==> src/rtl/board_scanner_if.sv <==
// Scan handshake and board-memory read port shared by board_scanner and its
// clients. The scanner side uses the master modport, game_FSM/memory uses slave.
interface board_scanner_if #(
   parameter int ADDR_W = 4
) ();
   logic              start;
   logic              rd_en;
   logic [ADDR_W-1:0] rd_addr;
   logic [1:0]        rd_data;
   logic              busy;
   logic              done;
   logic              win;
   logic              full;
   logic [1:0]        winner;

   modport master (
      input  start, rd_data,
      output rd_en, rd_addr, busy, done, win, full, winner
   );

   modport slave (
      output start, rd_data,
      input  rd_en, rd_addr, busy, done, win, full, winner
   );
endinterface

==> src/rtl/board_scanner.sv <==
// Reads the 3x3 board through one read port into a shadow copy, then decodes
// the 8 win lines and the board-full condition for game_FSM.
module board_scanner #(
   parameter int CELLS  = 9,
   parameter int ADDR_W = 4
) (
   input  logic           clk,
   input  logic           rst,
   board_scanner_if.master bus
);

   typedef enum logic [2:0] {
      IDLE,
      READ,
      WAIT_LAST,
      EVAL,
      DONE
   } state_t;

   localparam logic [ADDR_W:0] LAST_CNT = (ADDR_W+1)'(CELLS);

   state_t            state;
   logic [ADDR_W:0]   cnt;
   logic              rd_en_q;
   logic [ADDR_W-1:0] rd_addr_q;
   logic              busy_q;
   logic              done_q;
   logic              win_q;
   logic              full_q;
   logic [1:0]        winner_q;

   logic              vld_p0;
   logic [ADDR_W-1:0] addr_p0;
   logic [1:0]        shadow_p0 [CELLS];

   logic              win_nxt;
   logic              full_nxt;
   logic [1:0]        winner_nxt;
   logic [15:0]       owners;

   // 11 is an illegal code and counts as empty for every decision.
   function automatic logic is_mark(input logic [1:0] c);
      return (c == 2'b01) || (c == 2'b10);
   endfunction

   function automatic logic [1:0] line_owner(input logic [1:0] a,
                                             input logic [1:0] b,
                                             input logic [1:0] c);
      if (is_mark(a) && (a == b) && (b == c))
         return a;
      return 2'b00;
   endfunction

   // Lowest-numbered winning line decides, so an illegal two-winner board
   // still yields a single deterministic owner.
   function automatic logic [1:0] first_owner(input logic [15:0] own);
      logic [1:0] w;
      w = 2'b00;
      for (int l = 0; l < 8; l++) begin
         if (w == 2'b00)
            w = own[2*l +: 2];
      end
      return w;
   endfunction

   always_comb begin
      owners     = '0;
      owners[1:0]   = line_owner(shadow_p0[0], shadow_p0[1], shadow_p0[2]);
      owners[3:2]   = line_owner(shadow_p0[3], shadow_p0[4], shadow_p0[5]);
      owners[5:4]   = line_owner(shadow_p0[6], shadow_p0[7], shadow_p0[8]);
      owners[7:6]   = line_owner(shadow_p0[0], shadow_p0[3], shadow_p0[6]);
      owners[9:8]   = line_owner(shadow_p0[1], shadow_p0[4], shadow_p0[7]);
      owners[11:10] = line_owner(shadow_p0[2], shadow_p0[5], shadow_p0[8]);
      owners[13:12] = line_owner(shadow_p0[0], shadow_p0[4], shadow_p0[8]);
      owners[15:14] = line_owner(shadow_p0[2], shadow_p0[4], shadow_p0[6]);
      winner_nxt = first_owner(owners);
      win_nxt    = (winner_nxt != 2'b00);
      full_nxt   = 1'b1;
      for (int i = 0; i < CELLS; i++) begin
         if (!is_mark(shadow_p0[i]))
            full_nxt = 1'b0;
      end
   end

   always_ff @(posedge clk) begin
      if (rst) begin
         state     <= IDLE;
         cnt       <= '0;
         rd_en_q   <= 1'b0;
         rd_addr_q <= '0;
         busy_q    <= 1'b0;
         done_q    <= 1'b0;
         win_q     <= 1'b0;
         full_q    <= 1'b0;
         winner_q  <= 2'b00;
         vld_p0    <= 1'b0;
         addr_p0   <= '0;
         for (int i = 0; i < CELLS; i++)
            shadow_p0[i] <= 2'b00;
      end else begin
         // Capture stage: read data arrives one cycle after its address.
         vld_p0  <= rd_en_q;
         addr_p0 <= rd_addr_q;
         if (vld_p0)
            shadow_p0[addr_p0] <= bus.rd_data;

         done_q <= 1'b0;
         case (state)
            IDLE: begin
               if (bus.start) begin
                  state     <= READ;
                  rd_en_q   <= 1'b1;
                  rd_addr_q <= '0;
                  cnt       <= (ADDR_W+1)'(1);
                  busy_q    <= 1'b1;
               end
            end
            READ: begin
               if (cnt == LAST_CNT) begin
                  rd_en_q   <= 1'b0;
                  rd_addr_q <= '0;
                  state     <= WAIT_LAST;
               end else begin
                  rd_addr_q <= cnt[ADDR_W-1:0];
                  cnt       <= cnt + 1'b1;
               end
            end
            WAIT_LAST: state <= EVAL;
            EVAL: begin
               win_q    <= win_nxt;
               full_q   <= full_nxt;
               winner_q <= winner_nxt;
               done_q   <= 1'b1;
               state    <= DONE;
            end
            DONE: begin
               busy_q <= 1'b0;
               cnt    <= '0;
               state  <= IDLE;
            end
            default: state <= IDLE;
         endcase
      end
   end

   assign bus.rd_en   = rd_en_q;
   assign bus.rd_addr = rd_addr_q;
   assign bus.busy    = busy_q;
   assign bus.done    = done_q;
   assign bus.win     = win_q;
   assign bus.full    = full_q;
   assign bus.winner  = winner_q;

endmodule

==> src/flat_wrapper.sv <==
// flat-port wrapper written by rule: the top's interface ports become plain ports
module board_scanner_flat 
#(
   parameter int CELLS  = 9,
   parameter int ADDR_W = 4
)
  (clk, rst, bus_start, bus_rd_data, bus_rd_en, bus_rd_addr, bus_busy, bus_done, bus_win, bus_full, bus_winner);
  board_scanner_if #(.ADDR_W(ADDR_W)) bus_i ();
  input  logic clk;
  input  logic rst;
  input wire logic [$bits(bus_i.start)-1:0] bus_start;
  input wire logic [$bits(bus_i.rd_data)-1:0] bus_rd_data;
  output wire logic [$bits(bus_i.rd_en)-1:0] bus_rd_en;
  output wire logic [$bits(bus_i.rd_addr)-1:0] bus_rd_addr;
  output wire logic [$bits(bus_i.busy)-1:0] bus_busy;
  output wire logic [$bits(bus_i.done)-1:0] bus_done;
  output wire logic [$bits(bus_i.win)-1:0] bus_win;
  output wire logic [$bits(bus_i.full)-1:0] bus_full;
  output wire logic [$bits(bus_i.winner)-1:0] bus_winner;
  assign bus_i.start = bus_start;
  assign bus_i.rd_data = bus_rd_data;
  assign bus_rd_en = bus_i.rd_en;
  assign bus_rd_addr = bus_i.rd_addr;
  assign bus_busy = bus_i.busy;
  assign bus_done = bus_i.done;
  assign bus_win = bus_i.win;
  assign bus_full = bus_i.full;
  assign bus_winner = bus_i.winner;
  board_scanner #(.CELLS(CELLS), .ADDR_W(ADDR_W)) u_core (.clk(clk), .rst(rst), .bus(bus_i));
endmodule
==> config.mk <==
export PLATFORM = sky130hd
export DESIGN_NAME = board_scanner_flat
export DESIGN_NICKNAME = d
export VERILOG_FILES = /design/src/rtl/board_scanner_if.sv /design/src/rtl/board_scanner.sv /design/src/flat_wrapper.sv
export SDC_FILE = /design/constraint.sdc
export NUM_CORES = 1
export LEC_CHECK = 0
export ABC_AREA = 1
export CAP_MARGIN = 5
export CORE_AREA = 3 3 70 72
export CTS_CLUSTER_DIAMETER = 100
export DETAILED_ROUTE_END_ITERATION = 8
export DIE_AREA = 0 0 73 75
export PLACE_DENSITY = 0.69
export SYNTH_ARGS = -nofsm -noshare
export SYNTH_HDL_FRONTEND = slang
export SYNTH_SLANG_ARGS = --single-unit
==> constraint.sdc <==
create_clock -name clk -period 1.8 [get_ports clk]
set_input_delay 0.36 -clock clk [delete_from_list [all_inputs] [get_ports clk]]
set_output_delay 0.36 -clock clk [all_outputs]
set_load 0.02 [all_outputs]
==> flow_metrics.py, run 1 <==
metrics = {
    "yosys": {
        "synthTopCellsByCount": "48 x nand2_1, 47 x nor2_1, 46 x inv_1",
        "synth_top_area_cell": "edfxtp_1",
        "syn_avg_cell_area_sq_um": 7.97,
        "yosys.area.top_type_share_pct": 24.9,
        "synthArstFlopShare_pct": 0,
        "yosysMostFrequentCell": "nand2_1",
        "postSynthCellCount": 272,
        "synthFlopType": "dfxtp_1",
        "yosys_warnings": 0,
        "synth_edf_count": 18,
        "syn_nets": 279,
        "synth_area_sq_um": 2170,
        "ys_ff_latch": 42,
        "ys_seq_area_share_pct": 47.1,
        "synth.area.top_cells": "edfxtp_1 25%, dfxtp_1 22%, nand2_1 8.3%",
        "synth.distinct_cells": 32,
    },
    "clock_network": {
        "h-tree-depth": 2,
        "cts_root_buf": "clkbuf_8",
        "clk_pin_slew_ns": 0.08,
        "cts_sinks": 42,
        "insertion_delay_ns": 0.30,
        "cts.path.max_buffers": 2,
        "cts_tree": "done",
        "cts_buffers": 5,
        "cts-hold-fix-buffers": 0,
    },
    "critical_path": {
        "worstPathRequired_ns": 2.01,
        "arrival_ns": 1.83,
        "cp-start-kind": "flop",
        "startpoint": "u_core.shadow_p0[4][0]$_SDFFCE_PN0P_",
        "cp_max_fo": 3,
        "worstSetupPathType": "flop to flop",
        "worstSetupEndpointType": "flop",
        "regToRegStartpoint": "u_core.shadow_p0[4][0]$_SDFFCE_PN0P_",
    },
    "global_routing": {
        "grtUsageTotal_pct": 17.4,
        "grt-ovfl-total": 0,
        "grt_pass1_vias": 1644,
        "antenna_found_initial": 0,
        "grt_max_degree": 17,
        "grt_first_pass_wirelength_um": 7250,
    },
    "flow_run": {
        "drv_cap": 0,
    },
    "pwr": {
        "power.switching_uw": 471,
        "p_int_mw": 1.59,
        "clockPowerShare_pct": 40.3,
        "p_leak_nw": 1.11,
        "seqPwrFrac_pct": 50.7,
        "swShare_pct": 22.8,
        "p_comb_share_pct": 9.1,
        "ir_drop_uv": 685,
        "p_per_area_nw_per_um2": 795,
    },
    "worst_hold_path": {
        "hp-class": "flop to flop",
        "min-delay-start": "u_core.bus.rd_addr[0]$_SDFFE_PP0P_",
    },
    "sta": {
        "finalCriticalPeriod_ns": 1.62,
        "worst_pin_slew_ns": 0.363,
        "fin_skew_ns": 0.00818,
        "fin_crit_sh_pct": 89.9,
        "drv_slew": 0,
        "slew_headroom_pct": 75.5,
        "rsz0062_at_grt": "yes",
        "final_hold_viol_count": 0,
        "setup_viol": 0,
        "setup_tns_ns": 0,
        "fmax_mhz": 618,
    },
    "place": {
        "placed_cells": 344,
        "placed_area_sq_um": 2420,
        "place_hpwl_um": 3260,
        "portBuffers": 15,
        "routabilityCongestion": 0.921,
    },
    "final_layout": {
        "fin_nets": 308,
        "final_area_sq_um": 2590,
        "postLayoutCoreUtil_pct": 59.6,
        "fin_cells": 354,
        "syn_to_final_growth_pct": 19.6,
        "antennaDiodeCount": 0,
        "drive_gt1_share_pct": 16.9,
    },
    "drt": {
        "postRouteAntennaNets": 0,
        "drt-total-wl_um": 4160,
        "drtIter0Drc": 79,
        "wire_per_inst_um": 11.8,
        "vias_per_cell": 5.07,
        "drt-pass1-iter-count": 4,
        "dr_total_vias": 1794,
        "drc": 0,
    },
    "die": {
        "core_sq_um": 4350,
        "dieArea_sq_um": 5480,
        "io_pins": 16,
        "initial_core_util_pct": 49.8,
        "die_h_um": 75,
        "die_x_um": 73,
        "rows": 24,
    },
    "status": {
        "status": "finished, final reports clean",
    },
}
## placed cells by master (no fill, tap or decap), drive strengths merged, types with 6 or more instances in the layout
master         count
nor2              58
a21oi             10
dfxtp             24
o21ai              8
nand4              7
edfxtp            18
inv               50
clkdlybuf4s50     15
nand3             20
nand2             50
clkbuf             6
buf               10
nor3               6
## cell type report
class | count | area (sq um)
clock buffer | 6 | 93.8
clock inverter | 2 | 38.8
fill | 400 | 1760
inverter | 52 | 195
multi-input combinational | 175 | 953
sequential | 42 | 1020
tap | 52 | 65.1
timing repair buffer | 25 | 225
## cell families after synthesis
kind of cell    synth area share [%]
simple gates                    33.1
fa+ha+maj                       1.15
buf+inv                         9.87
xor+xnor                       0.404
flops                           47.1
compound gates                  8.43
## flip-flops by register name (all words and copies together) (netlist names)
register,cells
u_core.shadow_p0,18
u_core.state,3
u_core.bus.rd_en,1
u_core.bus.done,1
u_core.bus.busy,1
u_core.bus.rd_addr,4
u_core.vld_p0,1
u_core.cnt,5
u_core.bus.win,1
u_core.addr_p0,4
u_core.bus.full,1
u_core.bus.winner,2
## layer usage
layer	vias up	wire length, um	part of all wire (%)	global-route usage [%]
met3	8	138	3.3	3.60
li1	929	-	-	-
met1	821	1970	47	22.4
met4	0	71	1.7	7.17
met5	-	0	0	0
met2	36	1990	48	28.6
## repair_timing
action / CTS / global route
resized for setup: 0 / 8
setup endpoints to repair: 0 / 3
buffers inserted: 0 / 2
## path summary, 6_finish.rpt
check                                 end  slack [ns]  depth (start not counted)
max           u_core.bus.win$_SDFFE_PP0P_        0.18                         15
min reg2reg  u_core.addr_p0[0]$_SDFF_PP0_        0.43                          2
max reg2reg   u_core.bus.win$_SDFFE_PP0P_        0.18                         15
min          u_core.addr_p0[0]$_SDFF_PP0_        0.43                          2
## power groups by stage
stage | Clock [mW] | Combinational (mW) | Sequential (mW)
after detailed placement | 0 | 0.183 | 1.07
after CTS | 0.850 | 0.183 | 1.04
after global routing | 0.891 | 0.211 | 1.05
final | 0.830 | 0.187 | 1.04
after global placement | 0 | 0.181 | 1.06
after floorplan | 0 | 0.111 | 1.07
## worst max-delay path: stages, from the launching register on
cell and delay [ns]:
edfxtp_1 0.44, inv_2 0.06, nor2_4 0.12, nand2_2 0.07
nor2_4 0.10, nand2_2 0.06, nand3_2 0.07, nand2_1 0.06
nor2_2 0.10, nand2_1 0.06, nand3_1 0.06, nand4_1 0.08
nand2_1 0.09, nand3_1 0.07, nand2_1 0.06, inv_1 0.03
## through the flow
step           hold slack [ns]  power [mW]  setup slack, ns
2_1_floorplan            0.484        1.18            0.183
3_3_place_gp             0.428        1.25           0.0669
3_5_place_dp             0.424        1.25           0.0525
4_1_cts                  0.439        2.08           0.0886
5_1_grt                  0.464        2.15          -0.0362
6_report                 0.435        2.06            0.182
(Power assumes the default switching activity.)
==> inputs of run 2 (changes only) <==
--- a/config.mk
+++ b/config.mk
@@ -7,11 +7,11 @@
 export LEC_CHECK = 0
 export ABC_AREA = 1
 export CAP_MARGIN = 5
-export CORE_AREA = 3 3 70 72
+export CORE_AREA = 2 2 79 81
 export CTS_CLUSTER_DIAMETER = 100
 export DETAILED_ROUTE_END_ITERATION = 8
-export DIE_AREA = 0 0 73 75
-export PLACE_DENSITY = 0.69
+export DIE_AREA = 0 0 81 83
+export SLEW_MARGIN = 20
 export SYNTH_ARGS = -nofsm -noshare
 export SYNTH_HDL_FRONTEND = slang
 export SYNTH_SLANG_ARGS = --single-unit
==> run 2 against run 1 <==
Against the previous run: first-iteration DRC count down 41%; clock power down 31%; worst setup slack got worse by 0.097 ns; hold slack worse by 0.0012 ns; via count is 0.72% lower.
==> flow_metrics.py, run 2 (synthesis gave the netlist of run 1 again) <==
metrics = {
    "flow_run": {
        "drv_cap": 0,
    },
    "critical_path": {
        "worstSetupEndpointType": "flop",
        "arrival_ns": 1.91,
        "cp-start-kind": "flop",
        "reg2reg_slack_ns": 0.08,
        "worstPathRequired_ns": 2.00,
        "worstSetupPathType": "flop to flop",
        "rr_worst_depth": 15,
        "cp_max_fo": 3,
    },
    "sta": {
        "drv_slew": 0,
        "fmax_mhz": 583,
        "worst_hold_slack_ns": 0.434,
        "final_hold_viol_count": 0,
        "finalCriticalPeriod_ns": 1.72,
        "fin_crit_sh_pct": 95.3,
        "setup_viol": 0,
        "rsz0062_at_grt": "yes",
        "slew_headroom_pct": 74.4,
        "worst_pin_slew_ns": 0.380,
        "fin_skew_ns": 0.00755,
    },
    "clock_network": {
        "clk_pin_slew_ns": 0.08,
        "cts.path.max_buffers": 2,
        "cts_buffers": 5,
        "cts_root_buf": "clkbuf_8",
        "insertion_delay_ns": 0.29,
        "h-tree-depth": 2,
        "cts_tree": "done",
        "cts_sinks": 42,
    },
    "final_layout": {
        "regMostFlops": "u_core.shadow_p0",
        "layout_commonest_cell": "nand2_1",
        "fin_nets": 311,
        "fin_cells": 380,
        "syn_to_final_growth_pct": 19.6,
        "drive_gt1_share_pct": 16.4,
        "largest_reg_flops": 18,
        "final_cell_mix": "48 x nand2_1, 46 x nor2_1, 44 x inv_1",
        "nFillCells": 611,
        "postLayoutCoreUtil_pct": 44.6,
        "antennaDiodeCount": 0,
        "largestRegisters": "u_core.shadow_p0 x18, u_core.cnt x5",
    },
    "drt": {
        "drt-total-wl_um": 4360,
        "drt-pass1-iter-count": 4,
        "dr_total_vias": 1781,
        "drtIter0Drc": 47,
        "vias_per_cell": 4.69,
        "postRouteAntennaNets": 0,
        "drc": 0,
        "wire_per_inst_um": 11.5,
    },
    "pwr": {
        "p_leak_nw": 1.11,
        "p_per_area_nw_per_um2": 697,
        "ir_drop_uv": 670,
    },
    "worst_hold_path": {
        "hold_depth": 2,
        "hp-class": "flop to flop",
    },
    "global_routing": {
        "grt_pass1_vias": 1757,
        "grt-ovfl-total": 0,
        "use_met3_pct": 2.83,
        "grt_busiest_layer": "met2",
        "use_met2_pct": 24.0,
        "antenna_found_initial": 0,
        "grt_first_pass_wirelength_um": 7410,
        "use_met1_pct": 15.4,
        "grt_max_degree": 17,
        "grtUsageTotal_pct": 14.0,
    },
    "place": {
        "portBuffers": 15,
        "place_hpwl_um": 3410,
        "placed_cells": 369,
        "routabilityCongestion": 0.931,
    },
    "status": {
        "status": "finished, final reports clean",
    },
    "die": {
        "core_sq_um": 5820,
        "dieArea_sq_um": 6720,
        "die_x_um": 81,
        "io_pins": 16,
        "rows": 28,
        "die_h_um": 83,
        "initial_core_util_pct": 37.3,
    },
}
## run 2: changes by cell type in the layout (fill, tap and decap cells not counted), sizes merged
cell / delta
buf: +3
bufinv: -1
clkinv: +1
## run 2: cell type report
cell class | instances | area [sq um] | area share, %
clock buffers | 6 | 72.6 | 2.80
clock inverters | 2 | 10.0 | 0.386
inverters | 52 | 195 | 7.53
multi-input cells | 175 | 953 | 36.8
flip-flops and latches | 42 | 1020 | 39.4
well taps | 75 | 93.8 | 3.62
repair buffers | 28 | 248 | 9.55
## run 2: worst paths after layout
| check | start | to |
|---|---|---|
| max | u_core.shadow_p0[4][0]$_SDFFCE_PN0P_ | u_core.bus.win$_SDFFE_PP0P_ |
| min reg2reg | u_core.bus.rd_addr[1]$_SDFFE_PP0P_ | u_core.addr_p0[1]$_SDFF_PP0_ |
| min | u_core.bus.rd_addr[1]$_SDFFE_PP0P_ | u_core.addr_p0[1]$_SDFF_PP0_ |
| max reg2reg | u_core.shadow_p0[4][0]$_SDFFCE_PN0P_ | u_core.bus.win$_SDFFE_PP0P_ |
## run 2: report_power, final
| part | internal (mW) | switching [mW] | leakage (nW) |
|---|---|---|---|
| combinational | 0.0748 | 0.119 | 0.681 |
| clock | 0.269 | 0.302 | 0.0450 |
| sequential | 1.02 | 0.0226 | 0.381 |
## run 2: timing repair
item | 4_1_cts | 5_1_grt
resized for setup | 0 | 6
hold buffers | 0 | 0
endpoints found under the setup margin | 0 | 3
buffers inserted | 0 | 3
## run 2: routing by layer
metal / vias to the layer above / wire length [um]
met5: - / 0
met4: 0 / 155
met3: 16 / 125
met2: 38 / 2170
met1: 791 / 1920
li1: 936 / -
## run 2: metrics by stage
stage | cell area, sq um | setup WS, ns | setup TNS (ns) | power (mW)
floorplan | 2170 | 0.183 | 0 | 1.18
global placement | 2470 | 0.0611 | 0 | 1.25
detailed placement | 2470 | 0.0459 | 0 | 1.25
CTS | 2550 | 0.0893 | 0 | 1.82
global route | 2590 | -0.0761 | -0.0761 | 1.89
finish | 2590 | 0.0848 | 0 | 1.81
## run 2: worst max-delay path: stages, from the launching register on
cell      delay [ns]
edfxtp_1        0.41
inv_2           0.06
nor2_4          0.14
nand2_2         0.08
nor2_4          0.16
nand2_2         0.06
nand3_2         0.07
nand2_1         0.06
nor2_2          0.10
nand2_1         0.06
nand3_1         0.06
nand4_1         0.09
nand2_1         0.11
nand3_1         0.07
nand2_1         0.06
inv_1           0.03
